### src/rtl/adv7513_reg_dump_if.sv
// Bundles the two handshakes of the register dump sequencer:
//   read request   : rd_start/rd_addr out, rd_done/rd_data back from the ADV7513 read block
//   output stream  : out_valid/out_addr/out_data/out_last/out_err out, out_ready back
// master = the dump sequencer, slave = the read block plus the downstream logger.
interface adv7513_reg_dump_if;
    logic       rd_start;
    logic [7:0] rd_addr;
    logic       rd_done;
    logic [7:0] rd_data;
    logic       out_valid;
    logic       out_ready;
    logic [7:0] out_addr;
    logic [7:0] out_data;
    logic       out_last;
    logic       out_err;

    modport master (
        output rd_start, rd_addr, out_valid, out_addr, out_data, out_last, out_err,
        input  rd_done, rd_data, out_ready
    );

    modport slave (
        input  rd_start, rd_addr, out_valid, out_addr, out_data, out_last, out_err,
        output rd_done, rd_data, out_ready
    );
endinterface

### src/rtl/adv7513_reg_dump.sv
// Walks registers FIRST_ADDR..LAST_ADDR, issuing one single-register read per
// address and streaming each (address, data) pair to a downstream logger.
// Every read is guarded by a timeout; a timeout emits one error beat and ends
// the dump.
// Ports:
//   clk, reset     clock and asynchronous active-low reset
//   trigger        start a dump (only looked at while idle)
//   busy           high whenever a dump is in progress
//   bus            read-request and output-stream handshakes (master side)
//   dump_done      one-cycle pulse after the final beat is accepted
//   timeout_err    sticky timeout flag, cleared by the next accepted trigger
module adv7513_reg_dump #(
    parameter logic [7:0]  FIRST_ADDR     = 8'h00,
    parameter logic [7:0]  LAST_ADDR      = 8'hFF,
    parameter int unsigned TIMEOUT_CYCLES = 200000
) (
    input  logic                      clk,
    input  logic                      reset,
    input  logic                      trigger,
    output logic                      busy,
    adv7513_reg_dump_if.master        bus,
    output logic                      dump_done,
    output logic                      timeout_err
);

    localparam int unsigned TW = $clog2(TIMEOUT_CYCLES + 1);

    // DONE is the single cycle carrying dump_done, so busy drops the cycle after it.
    typedef enum logic [2:0] {
        IDLE  = 3'd0,
        ISSUE = 3'd1,
        WAIT  = 3'd2,
        EMIT  = 3'd3,
        DONE  = 3'd4
    } state_t;

    state_t        state;
    logic [7:0]    addr;
    logic [TW-1:0] tmo_cnt;
    logic          tmo_hit_c;

    // The counter is 0 in the first WAIT cycle, so hitting TIMEOUT_CYCLES-1 here
    // means TIMEOUT_CYCLES cycles have elapsed since rd_start.
    assign tmo_hit_c = (tmo_cnt == TW'(TIMEOUT_CYCLES - 1));

    // Sequencer: state, address walk, timeout counter and all registered outputs.
    always_ff @(posedge clk or negedge reset) begin
        if (!reset) begin
            state         <= IDLE;
            addr          <= FIRST_ADDR;
            tmo_cnt       <= '0;
            busy          <= 1'b0;
            bus.rd_start  <= 1'b0;
            bus.rd_addr   <= 8'h00;
            bus.out_valid <= 1'b0;
            bus.out_addr  <= 8'h00;
            bus.out_data  <= 8'h00;
            bus.out_last  <= 1'b0;
            bus.out_err   <= 1'b0;
            dump_done     <= 1'b0;
            timeout_err   <= 1'b0;
        end else begin
            bus.rd_start <= 1'b0;
            dump_done    <= 1'b0;

            case (state)
                IDLE: begin
                    if (trigger) begin
                        state        <= ISSUE;
                        busy         <= 1'b1;
                        addr         <= FIRST_ADDR;
                        bus.rd_addr  <= FIRST_ADDR;
                        bus.rd_start <= 1'b1;
                        timeout_err  <= 1'b0;
                    end
                end

                ISSUE: begin
                    tmo_cnt <= '0;
                    state   <= WAIT;
                end

                // rd_done has priority over a timeout landing in the same cycle.
                WAIT: begin
                    if (bus.rd_done) begin
                        bus.out_valid <= 1'b1;
                        bus.out_addr  <= addr;
                        bus.out_data  <= bus.rd_data;
                        bus.out_last  <= (addr == LAST_ADDR);
                        bus.out_err   <= 1'b0;
                        state         <= EMIT;
                    end else if (tmo_hit_c) begin
                        bus.out_valid <= 1'b1;
                        bus.out_addr  <= addr;
                        bus.out_data  <= 8'h00;
                        bus.out_last  <= 1'b1;
                        bus.out_err   <= 1'b1;
                        timeout_err   <= 1'b1;
                        state         <= EMIT;
                    end else begin
                        tmo_cnt <= tmo_cnt + TW'(1);
                    end
                end

                // Termination uses out_last (equality before increment), so
                // LAST_ADDR = 8'hFF never wraps to 8'h00.
                EMIT: begin
                    if (bus.out_ready) begin
                        bus.out_valid <= 1'b0;
                        if (bus.out_last) begin
                            dump_done <= 1'b1;
                            state     <= DONE;
                        end else begin
                            addr         <= addr + 8'd1;
                            bus.rd_addr  <= addr + 8'd1;
                            bus.rd_start <= 1'b1;
                            state        <= ISSUE;
                        end
                    end
                end

                DONE: begin
                    busy  <= 1'b0;
                    state <= IDLE;
                end

                default: begin
                    state <= IDLE;
                    busy  <= 1'b0;
                end
            endcase
        end
    end

endmodule

### src/flat_wrapper.sv
// flat-port wrapper written by rule: the top's interface ports become plain ports
module adv7513_reg_dump_flat 
#(
    parameter logic [7:0]  FIRST_ADDR     = 8'h00,
    parameter logic [7:0]  LAST_ADDR      = 8'hFF,
    parameter int unsigned TIMEOUT_CYCLES = 200000
)
  (clk, reset, trigger, busy, dump_done, timeout_err, bus_rd_start, bus_rd_addr, bus_out_valid, bus_out_addr, bus_out_data, bus_out_last, bus_out_err, bus_rd_done, bus_rd_data, bus_out_ready);
  adv7513_reg_dump_if bus_i ();
  input  logic clk;
  input  logic reset;
  input  logic trigger;
  output logic busy;
  output logic dump_done;
  output logic timeout_err;
  output wire logic [$bits(bus_i.rd_start)-1:0] bus_rd_start;
  output wire logic [$bits(bus_i.rd_addr)-1:0] bus_rd_addr;
  output wire logic [$bits(bus_i.out_valid)-1:0] bus_out_valid;
  output wire logic [$bits(bus_i.out_addr)-1:0] bus_out_addr;
  output wire logic [$bits(bus_i.out_data)-1:0] bus_out_data;
  output wire logic [$bits(bus_i.out_last)-1:0] bus_out_last;
  output wire logic [$bits(bus_i.out_err)-1:0] bus_out_err;
  input wire logic [$bits(bus_i.rd_done)-1:0] bus_rd_done;
  input wire logic [$bits(bus_i.rd_data)-1:0] bus_rd_data;
  input wire logic [$bits(bus_i.out_ready)-1:0] bus_out_ready;
  assign bus_rd_start = bus_i.rd_start;
  assign bus_rd_addr = bus_i.rd_addr;
  assign bus_out_valid = bus_i.out_valid;
  assign bus_out_addr = bus_i.out_addr;
  assign bus_out_data = bus_i.out_data;
  assign bus_out_last = bus_i.out_last;
  assign bus_out_err = bus_i.out_err;
  assign bus_i.rd_done = bus_rd_done;
  assign bus_i.rd_data = bus_rd_data;
  assign bus_i.out_ready = bus_out_ready;
  adv7513_reg_dump #(.FIRST_ADDR(FIRST_ADDR), .LAST_ADDR(LAST_ADDR), .TIMEOUT_CYCLES(TIMEOUT_CYCLES)) u_core (.clk(clk), .reset(reset), .trigger(trigger), .busy(busy), .bus(bus_i), .dump_done(dump_done), .timeout_err(timeout_err));
endmodule
### config.mk
export PLATFORM = sky130hd
export DESIGN_NAME = adv7513_reg_dump_flat
export DESIGN_NICKNAME = d
export VERILOG_FILES = /design/src/rtl/adv7513_reg_dump_if.sv /design/src/rtl/adv7513_reg_dump.sv /design/src/flat_wrapper.sv
export SDC_FILE = /design/constraint.sdc
export NUM_CORES = 1
export LEC_CHECK = 0
export CORE_AREA = 2 2 92 68
export CTS_BUF_LIST = sky130_fd_sc_hd__clkbuf_8
export CTS_CLUSTER_DIAMETER = 100
export DETAILED_ROUTE_END_ITERATION = 16
export DIE_AREA = 0 0 94 70
export HOLD_SLACK_MARGIN = 0.02
export PLACE_DENSITY = 0.74
export SKIP_LAST_GASP = 1
export SLEW_MARGIN = 20
export SYNTH_ARGS = -nofsm -noshare
export SYNTH_HDL_FRONTEND = slang
export SYNTH_SLANG_ARGS = --single-unit
### constraint.sdc
create_clock -name clk -period 2.2 [get_ports clk]
set_input_delay 0.22 -clock clk [delete_from_list [all_inputs] [get_ports clk]]
set_output_delay 0.22 -clock clk [all_outputs]
set_load 0.005 [all_outputs]
**Word level (Yosys, flattened, before mapping)**

Cells that the tools add are included.

- Output and inout bits: 31
- Bits of input ports: 13
- Register bits after elaboration: 52

- Muxes and demuxes: 35
- Bitwise logic cells: 1
- Equality and inequality tests: 12
- Reductions and logical operators: 14
- $add $sub $neg: 2

Operators by type and width:

| kind | count |
|---|---|
| $mux W8 | 7 |
| $mux W18 | 2 |
| $pmux W18 S2 | 1 |
| $add A18 B1 Y18 const B | 1 |
| $eq A18 B18 Y1 const B | 1 |
| $pmux W8 S2 | 1 |
| $mux W3 | 5 |
| $mux W1 | 14 |
| $pmux W3 S4 | 1 |
| $ne A2 B2 Y1 const B | 5 |
| $reduce_bool A2 Y1 | 5 |
| $reduce_and A3 Y1 | 3 |
| $add A8 B1 Y8 const B | 1 |
| $eq A8 B8 Y1 const B | 1 |
| $pmux W1 S2 | 4 |
| $reduce_and A4 Y1 | 2 |
| $eq A3 B2 Y1 const B | 2 |
| $reduce_and A2 Y1 | 2 |
| $eq A3 B1 Y1 const B | 1 |
| $logic_not A3 Y1 | 1 |
| $ne A3 B2 Y1 const B | 1 |
| $reduce_or A3 Y1 | 1 |
| $ne A2 B1 Y1 const B | 1 |
| $not A1 Y1 | 1 |

**Logic depth before layout (Yosys ltp)**

Gate-level depths: netlist of run 1.

- Depth after elaboration: 4
- Mapped depth: 8
- Mapped depth without buffers: 6

**Least setup slack after synthesis of run 1**

Ideal clock, no wire load.

- Path kind: flip-flop to flip-flop
- Start: register u_core.tmo_cnt[0]
- End: register u_core.bus.out_data[0]
- Data arrival time: 1.971 ns
- Setup slack: 0.108 ns
- Required time: 2.079 ns
- Stages on the path, launching flop included: 8
- Cells stage by stage: dfrtp_1 -> ha_1 -> nand2_1 -> or4_1 -> nor2_8 -> o21ai_4 -> buf_6 -> a22o_1

- Word-level cells in the longest chain between the ends: 3

RTL lines:

| element | RTL line | text |
|---|---|---|
| from (decl) | adv7513_reg_dump.sv:39 | `logic [TW-1:0] tmo_cnt;` |
| from (signal assigned) | adv7513_reg_dump.sv:101 | `tmo_cnt <= tmo_cnt + TW'(1);` |
| $eq A18 B18 Y1 | adv7513_reg_dump.sv:44 | `assign tmo_hit_c = (tmo_cnt == TW'(TIMEOUT_CYCLES - 1));` |
| $reduce_bool A2 Y1 (no source line) | n/a |  |
| $reduce_and A2 Y1 (no source line) | n/a |  |
| to (signal assigned) | adv7513_reg_dump.sv:88 | `bus.out_data <= bus.rd_data;` |
| to (decl) | adv7513_reg_dump_if.sv:18 | `output rd_start, rd_addr, out_valid, out_addr, out_data, out_last, out_err,` |

No other way between the ends.
A chain may end at the register's enable or synchronous reset.

**Worst setup path in the final report of run 1**

- Start: register u_core.tmo_cnt[0]
- End: register u_core.tmo_cnt[3]

- Word-level cells in the longest chain between the ends: 4
- Elaborated cells between the ends (all ways): 7
- Those cells by class: add/sub: 1; eq/ne: 2; mux: 3; reduce/logical: 1

RTL lines:

| element | RTL line | text |
|---|---|---|
| $add A18 B1 Y18 | adv7513_reg_dump.sv:101 |  |
| $mux W18 | adv7513_reg_dump.sv:92 | `end else if (tmo_hit_c) begin` |
| $mux W18 | adv7513_reg_dump.sv:85 | `if (bus.rd_done) begin` |
| $pmux W18 S2 | adv7513_reg_dump.sv:66 | `case (state)` |

Parallel ways exist; a longest one is shown, timed or not. The select of a mux whose other input is x is not followed.

==> metrics.md, run 1 <==
| Metric | Value |
|---|---|
| Vias in the first global route | `1956` |
| FF+latch count, synth | `52` |
| Final Instance Area | `0.00329 mm²` |
| GR Overflow Total | `0` |
| FMAX | `473 MHz` |
| Initial Util | `0.434` |
| Commonest cells after routing, fill and taps aside | `52 x dfrtp_1, 42 x clkdlybuf4s50_1, 27 x nor2_1, 22 x buf_4, 16 x nand2_1` |
| Via Count | `2087` |
| Pins Over Slew Limit | `0` |
| Clock power frac | `0.167` |
| Power share of the combinational group | `0.413` |
| Worst slew pin tran | `0.716 ns` |
| Post-route clock period utilization | `0.962` |
| Cell-internal power | `2090 µW` |
| Initial antenna violation count | `0` |
| H-tree depth | `2` |
| Overall Power | `3250 µW` |
| Warning count from the yosys run | `0` |
| DP Area | `0.00315 mm²` |
| Routed Antenna Nets | `0` |
| RSZ-0062 raised after global routing | `yes` |
| Antenna diode count | `0` |
| Top FF cell, synth | `dfrtp_1` |
| Nets | `321` |
| Fraction of power consumed by sequential logic | `0.419` |
| Die Ht | `70 µm` |
| Final setup viols | `0` |
| P_sw | `1160 µW` |
| Row count | `24` |
| Share of cells above drive strength 1 | `0.147` |
| Crit end category | `register` |
| Critical path class | `reg2reg` |
| Gr usage total | `0.183` |
| Seq/Total Area, Yosys | `0.512` |
| Root Buffer | `clkbuf_8` |
| Final Util | `0.561` |
| Power density cells | `989 mW/mm²` |
| Worst path arrival time | `2.32 ns` |
| Hold_ws | `0.495 ns` |
| Top-level port count | `44` |
| Crit Path Max Fanout | `6` |
| Cells after synthesis | `244` |
| Drt total wl | `5.77 mm` |
| Drt drc | `0` |
| Sw Ratio | `0.356` |
| CTS Sinks | `52` |
| Relative slew slack | `0.523` |
| Total nets after synthesis | `259` |
| First-pass GRT wire length | `9.52 mm` |
| CTS tree | `built` |
| Buffers on Ports | `43` |
| Synth cell types | `56` |
| CP startpoint kind | `register` |
| Commonest non-fill, non-tap cell in the layout | `dfrtp_1` |
| Worst path slowest cell | `or4_4` |
| Maxcap violations | `0` |
| HPWL Detailed | `4.22 mm` |
| Number of cells after detailed placement | `372` |
| Vias per inst | `5.42` |
| Async SR Flop Fraction | `1.00` |
| Post-synth EDFFs | `0` |
| Layout area overhead | `29.2%` |
| Max stage delay on crit path | `0.57 ns` |
| Worst endpoint required time | `2.40 ns` |
| Pin count of the biggest net entering global routing | `33` |
| Synth Cell Area | `0.00254 mm²` |
| DIE AREA | `0.00658 mm²` |
| Final Non-Filler Cells | `385` |
| WL/cell | `15.0 µm` |
| Clk Latency, worst-skew pair | `0.31 ns` |
| Max rail drop VDD | `482 µV` |
| Worst Clk Skew | `0.00691 ns` |
| Leakage | `0.00144 µW` |
| Clock buffer depth | `2` |
| Clk slew on worst S/H paths | `0.10 ns` |
| Fin crit period | `2.12 ns` |
| GPL Wtd Cong | `0.915` |
| DRT Pass-1 Iters | `4` |
| Outcome | `completed` |
| CORE AREA | `0.00586 mm²` |
| Avg Synthesized Cell Area | `10.4 µm²` |
| Die W | `94 µm` |
| Worst-path cell chain | `ha_2 > nand2_1 > or4_4 > buf_4 > o31ai_4 > o21ai_0 > o41ai_1` |
| Final hold violations | `0` |
| DRT iter0 DRCs | `176` |
| Num CTS Buffers | `5` |
| Hold Path Class | `in2async` |
## timing repair
item / 4_1_cts / 5_1_grt
hold endpoints to repair: 30 / 0
resized for setup: 0 / 2
buffers inserted: 0 / 4
hold buffers: 1 / 0
endpoints found under the setup margin: 0 / 10
## synth_stat cells, types with 3 or more instances
library cell  number  area, µm²
a22o_1             8       70.1
clkbuf_1           7       26.3
nor2_1            27        101
o21ai_0           14       70.1
xor2_1             5       43.8
mux2i_1            7       70.1
o31ai_1            7       52.6
nor4_1             3       18.8
nor3_1             4       20.0
nand3_1           10       50.1
and3_1             3       18.8
mux2_2             5       56.3
nand2b_1           5       31.3
o2bb2ai_1          3       26.3
mux2_1             3       33.8
dfrtp_1           52       1300
nand4_1            6       37.5
nand2_1           16       60.1
inv_1              9       33.8
a21oi_1            6       30.0
a31oi_1            4       25.0
## layout make-up
type / instances / area, µm²
clock buffers: 5 / 68.8
clock inverters: 3 / 20.0
fillers: 522 / 2570
inverters: 9 / 33.8
multi-input cells: 172 / 1160
flip-flops and latches: 52 / 1300
well taps: 78 / 97.6
repair buffers: 66 / 601
## state kept, by name, indices dropped and copies added (netlist names)
| name | cells |
|---|---|
| u_core.bus.out_addr | 8 |
| u_core.state | 3 |
| u_core.bus.rd_start | 1 |
| u_core.addr | 8 |
| u_core.bus.out_last | 1 |
| u_core.bus.out_valid | 1 |
| u_core.dump_done | 1 |
| u_core.tmo_cnt | 18 |
| u_core.bus.out_err | 1 |
| u_core.bus.out_data | 8 |
| u_core.busy | 1 |
| u_core.timeout_err | 1 |
## worst paths after layout
check	startpoint	to	slack (ns)	depth (start not counted)
min	reset	u_core.busy	0.49	2
min reg2reg	u_core.bus.out_data[6]	u_core.bus.out_data[6]	0.51	1
max in group asynchronous	reset	u_core.tmo_cnt[17]	1.07	3
min in group clk	u_core.bus.out_data[6]	u_core.bus.out_data[6]	0.51	1
max reg2reg	u_core.tmo_cnt[0]	u_core.tmo_cnt[3]	0.08	7
max	u_core.tmo_cnt[0]	u_core.tmo_cnt[3]	0.08	7
## per-stage QoR
step | setup WS, ns | TNS (ns)
floorplan | 0.108 | 0
detailed placement | 0.0305 | 0
finish | 0.0842 | 0
CTS | 0.00210 | 0
global route | -0.00692 | -0.0201
global placement | 0.106 | 0
## kinds of logic after synthesis
group,count (synthesis),share of synthesized area
AOI/OAI and AO/OA,58,0.167
xor gates and xnor gates,7,0.0241
adders and majority gates,2,0.00984
buffers and inverters,20,0.0334
DFF,52,0.512
muxes,15,0.0630
and+or+nand+nor,90,0.191
## critical path: cells and delay by family, from the launching register on
family                   cells  cell delay [ns]
AO/OA/AOI/OAI                3             0.57
adder cells (fa/ha/maj)      1             0.20
buffers and inverters        1             0.17
flip-flops                   1             0.40
AND/OR/NAND/NOR              2             0.65
## power groups by stage
stage	Clock, µW	Sequential, µW	Combinational, µW
2_1_floorplan	0	1320	738
3_3_place_gp	0	1370	1250
3_5_place_dp	0	1370	1280
4_1_cts	560	1360	1290
5_1_grt	610	1390	1480
6_report	543	1360	1340
## layer usage
layer / up-vias / track usage / part of all wire
met5: - / 0 / 0
met4: 0 / 0.0531 / 0.010
met3: 5 / 0.0334 / 0.048
met2: 54 / 0.252 / 0.43
met1: 1017 / 0.291 / 0.51
li1: 1011 / - / -
No activity file was read; power rests on OpenSTA's default activity.
==> inputs of run 2 (changes only) <==
ABC_CLOCK_PERIOD_IN_PS = 2200   (was unset)
==> results of run 2 <==
Final layout, timing and power as in run 1 (identical DEF).
==> inputs of run 3 (changes only) <==
CORE_AREA = 2 2 90 66   (was 2 2 92 68)
DIE_AREA = 0 0 92 68   (was 0 0 94 70)
PLACE_DENSITY = 0.78   (was 0.74)
==> run 3 against run 2 <==
Compared with the run above:
- maximum frequency decreased by 0.28%
- count of clock-buffer cells in the layout is 2 higher
- critical path depth is the same
- sequential power hardly changed
- combinational power is essentially flat
- hold slack worse by 0.13 ns
- first-iteration DRC count down 18%
- via count is 2.9% higher
- die area is 4.9% lower
- worst setup slack got worse by 0.0059 ns
- total power up 1.8%
- critical path type unchanged
- largest power group unchanged
- highest routed layer unchanged
==> metrics.md, run 3 (same netlist as run 1, synthesis figures left out) <==
| Metric | Value |
|---|---|
| Nets | `317` |
| Clock power frac | `0.178` |
| Vias in the first global route | `2045` |
| WL/cell | `16.5 µm` |
| Top-level port count | `44` |
| Maxcap violations | `0` |
| Final setup viols | `0` |
| Critical R2R Launch | `u_core.tmo_cnt[0]` |
| Clock buffer depth | `2` |
| Initial antenna violation count | `0` |
| Final hold violations | `0` |
| Worst slew pin tran | `0.574 ns` |
| Routed Antenna Nets | `0` |
| Clk Latency, worst-skew pair | `0.32 ns` |
| HPWL Detailed | `4.52 mm` |
| Commonest non-fill, non-tap cell in the layout | `dfrtp_1` |
| R2R cell count | `7` |
| P_sw | `1180 µW` |
| Crit Path Max Fanout | `6` |
| GPL Wtd Cong | `0.877` |
| GR Overflow Total | `0` |
| Pins Over Slew Limit | `0` |
| Post-route clock period utilization | `0.964` |
| Buffers on Ports | `43` |
| Layout area overhead | `28.5%` |
| Commonest cells after routing, fill and taps aside | `52 x dfrtp_1, 42 x clkdlybuf4s50_1, 27 x nor2_1, 17 x buf_4, 16 x nand2_1` |
| FF-to-FF End | `u_core.tmo_cnt[11]` |
| Outcome | `completed` |
| Share of cells above drive strength 1 | `0.132` |
| RSZ-0062 raised after global routing | `no` |
| PnR worst setup slack | `0.0782 ns` |
| Clk slew on worst S/H paths | `0.09 ns` |
| Power density cells | `1010 mW/mm²` |
| Max rail drop VDD | `560 µV` |
| Die Ht | `68 µm` |
| Max reg flops | `18` |
| Vias per inst | `5.69` |
| DRT iter0 DRCs | `145` |
| Antenna diode count | `0` |
| R2R Setup Slk | `0.08 ns` |
| CP startpoint kind | `register` |
| First-pass GRT wire length | `10.3 mm` |
| Post-route setup TNS | `0 ns` |
| Worst path arrival time | `2.34 ns` |
| Relative slew slack | `0.615` |
| Sw Ratio | `0.357` |
| Crit end category | `register` |
| Fin crit period | `2.12 ns` |
| Leakage | `0.00143 µW` |
| Cell-internal power | `2130 µW` |
| Hold Path Class | `in2async` |
| Drt total wl | `6.21 mm` |
| Pin count of the biggest net entering global routing | `36` |
| Place WS | `0.0538 ns` |
| DIE AREA | `0.00626 mm²` |
| Initial Util | `0.465` |
| Power share of the combinational group | `0.407` |
| Worst endpoint required time | `2.42 ns` |
| Drt drc | `0` |
| Num CTS Buffers | `5` |
| Die W | `92 µm` |
| CORE AREA | `0.00547 mm²` |
| Root Buffer | `clkbuf_8` |
| FMAX | `471 MHz` |
| Worst Clk Skew | `0.00960 ns` |
| Row count | `23` |
| Via Count | `2147` |
| CTS tree | `built` |
| Largest Register | `u_core.tmo_cnt` |
| Critical path class | `reg2reg` |
| DRT Pass-1 Iters | `4` |
| CTS Sinks | `52` |
| Gr usage total | `0.215` |
| H-tree depth | `2` |
| Fraction of power consumed by sequential logic | `0.415` |
run 3: worst max path at each step:
stage	startpoint	endpoint	slack, ns
after floorplan	u_core.tmo_cnt[0]	u_core.bus.out_data[0]	0.11
after global placement	u_core.tmo_cnt[0]	u_core.tmo_cnt[4]	0.13
after detailed placement	u_core.tmo_cnt[0]	u_core.tmo_cnt[3]	0.05
after CTS	u_core.tmo_cnt[0]	u_core.tmo_cnt[11]	0.03
after global routing	u_core.tmo_cnt[0]	u_core.tmo_cnt[3]	0.0003
final	u_core.tmo_cnt[0]	u_core.tmo_cnt[11]	0.08
run 3: critical path: stages, from the launching register on:
cell,delay (ns)
dfrtp_1,0.41
ha_1,0.21
nand2_1,0.08
or4_4,0.57
buf_4,0.18
o31ai_4,0.35
o21ai_0,0.16
o31ai_1,0.09
run 3: per-stage QoR:
stage	cells	cell area, µm²	utilization	total power [µW]	hold slack (ns)
6_report	377	3270	0.598	3310	0.364
5_1_grt	377	3270	0.598	3500	0.406
4_1_cts	376	3260	0.596	3290	0.372
3_5_place_dp	368	3150	0.576	2690	0.183
3_3_place_gp	368	3150	0.576	2640	0.174
2_1_floorplan	244	2540	-	2050	-0.0756
run 3: routing by layer:
metal  vias up  track usage  share of wire
met4         0       0.0989          0.018
met1      1050        0.301           0.48
met3        13       0.0419          0.058
met5         -            0              0
met2        78        0.326           0.44
li1       1006            -              -
run 3: power groups by stage:
stage	clock network [µW]	registers (µW)	logic [µW]
floorplan	0	1320	738
global placement	0	1370	1270
detailed placement	0	1380	1310
CTS	606	1370	1320
global route	641	1400	1460
finish	588	1370	1350
run 3: area by class of cell:
class	instances	area, µm²
fillers	453	2200
flip-flops and latches	52	1300
multi-input cells	172	1160
repair buffers	62	583
clock buffers	7	96.3
well taps	75	93.8
inverters	9	33.8
run 3: timing repair:
action | CTS | global route
hold buffers | 1 | 0
hold endpoints to repair | 17 | 0
resized for setup | 0 | 2
endpoints found under the setup margin | 0 | 5
setup buffers | 0 | 1
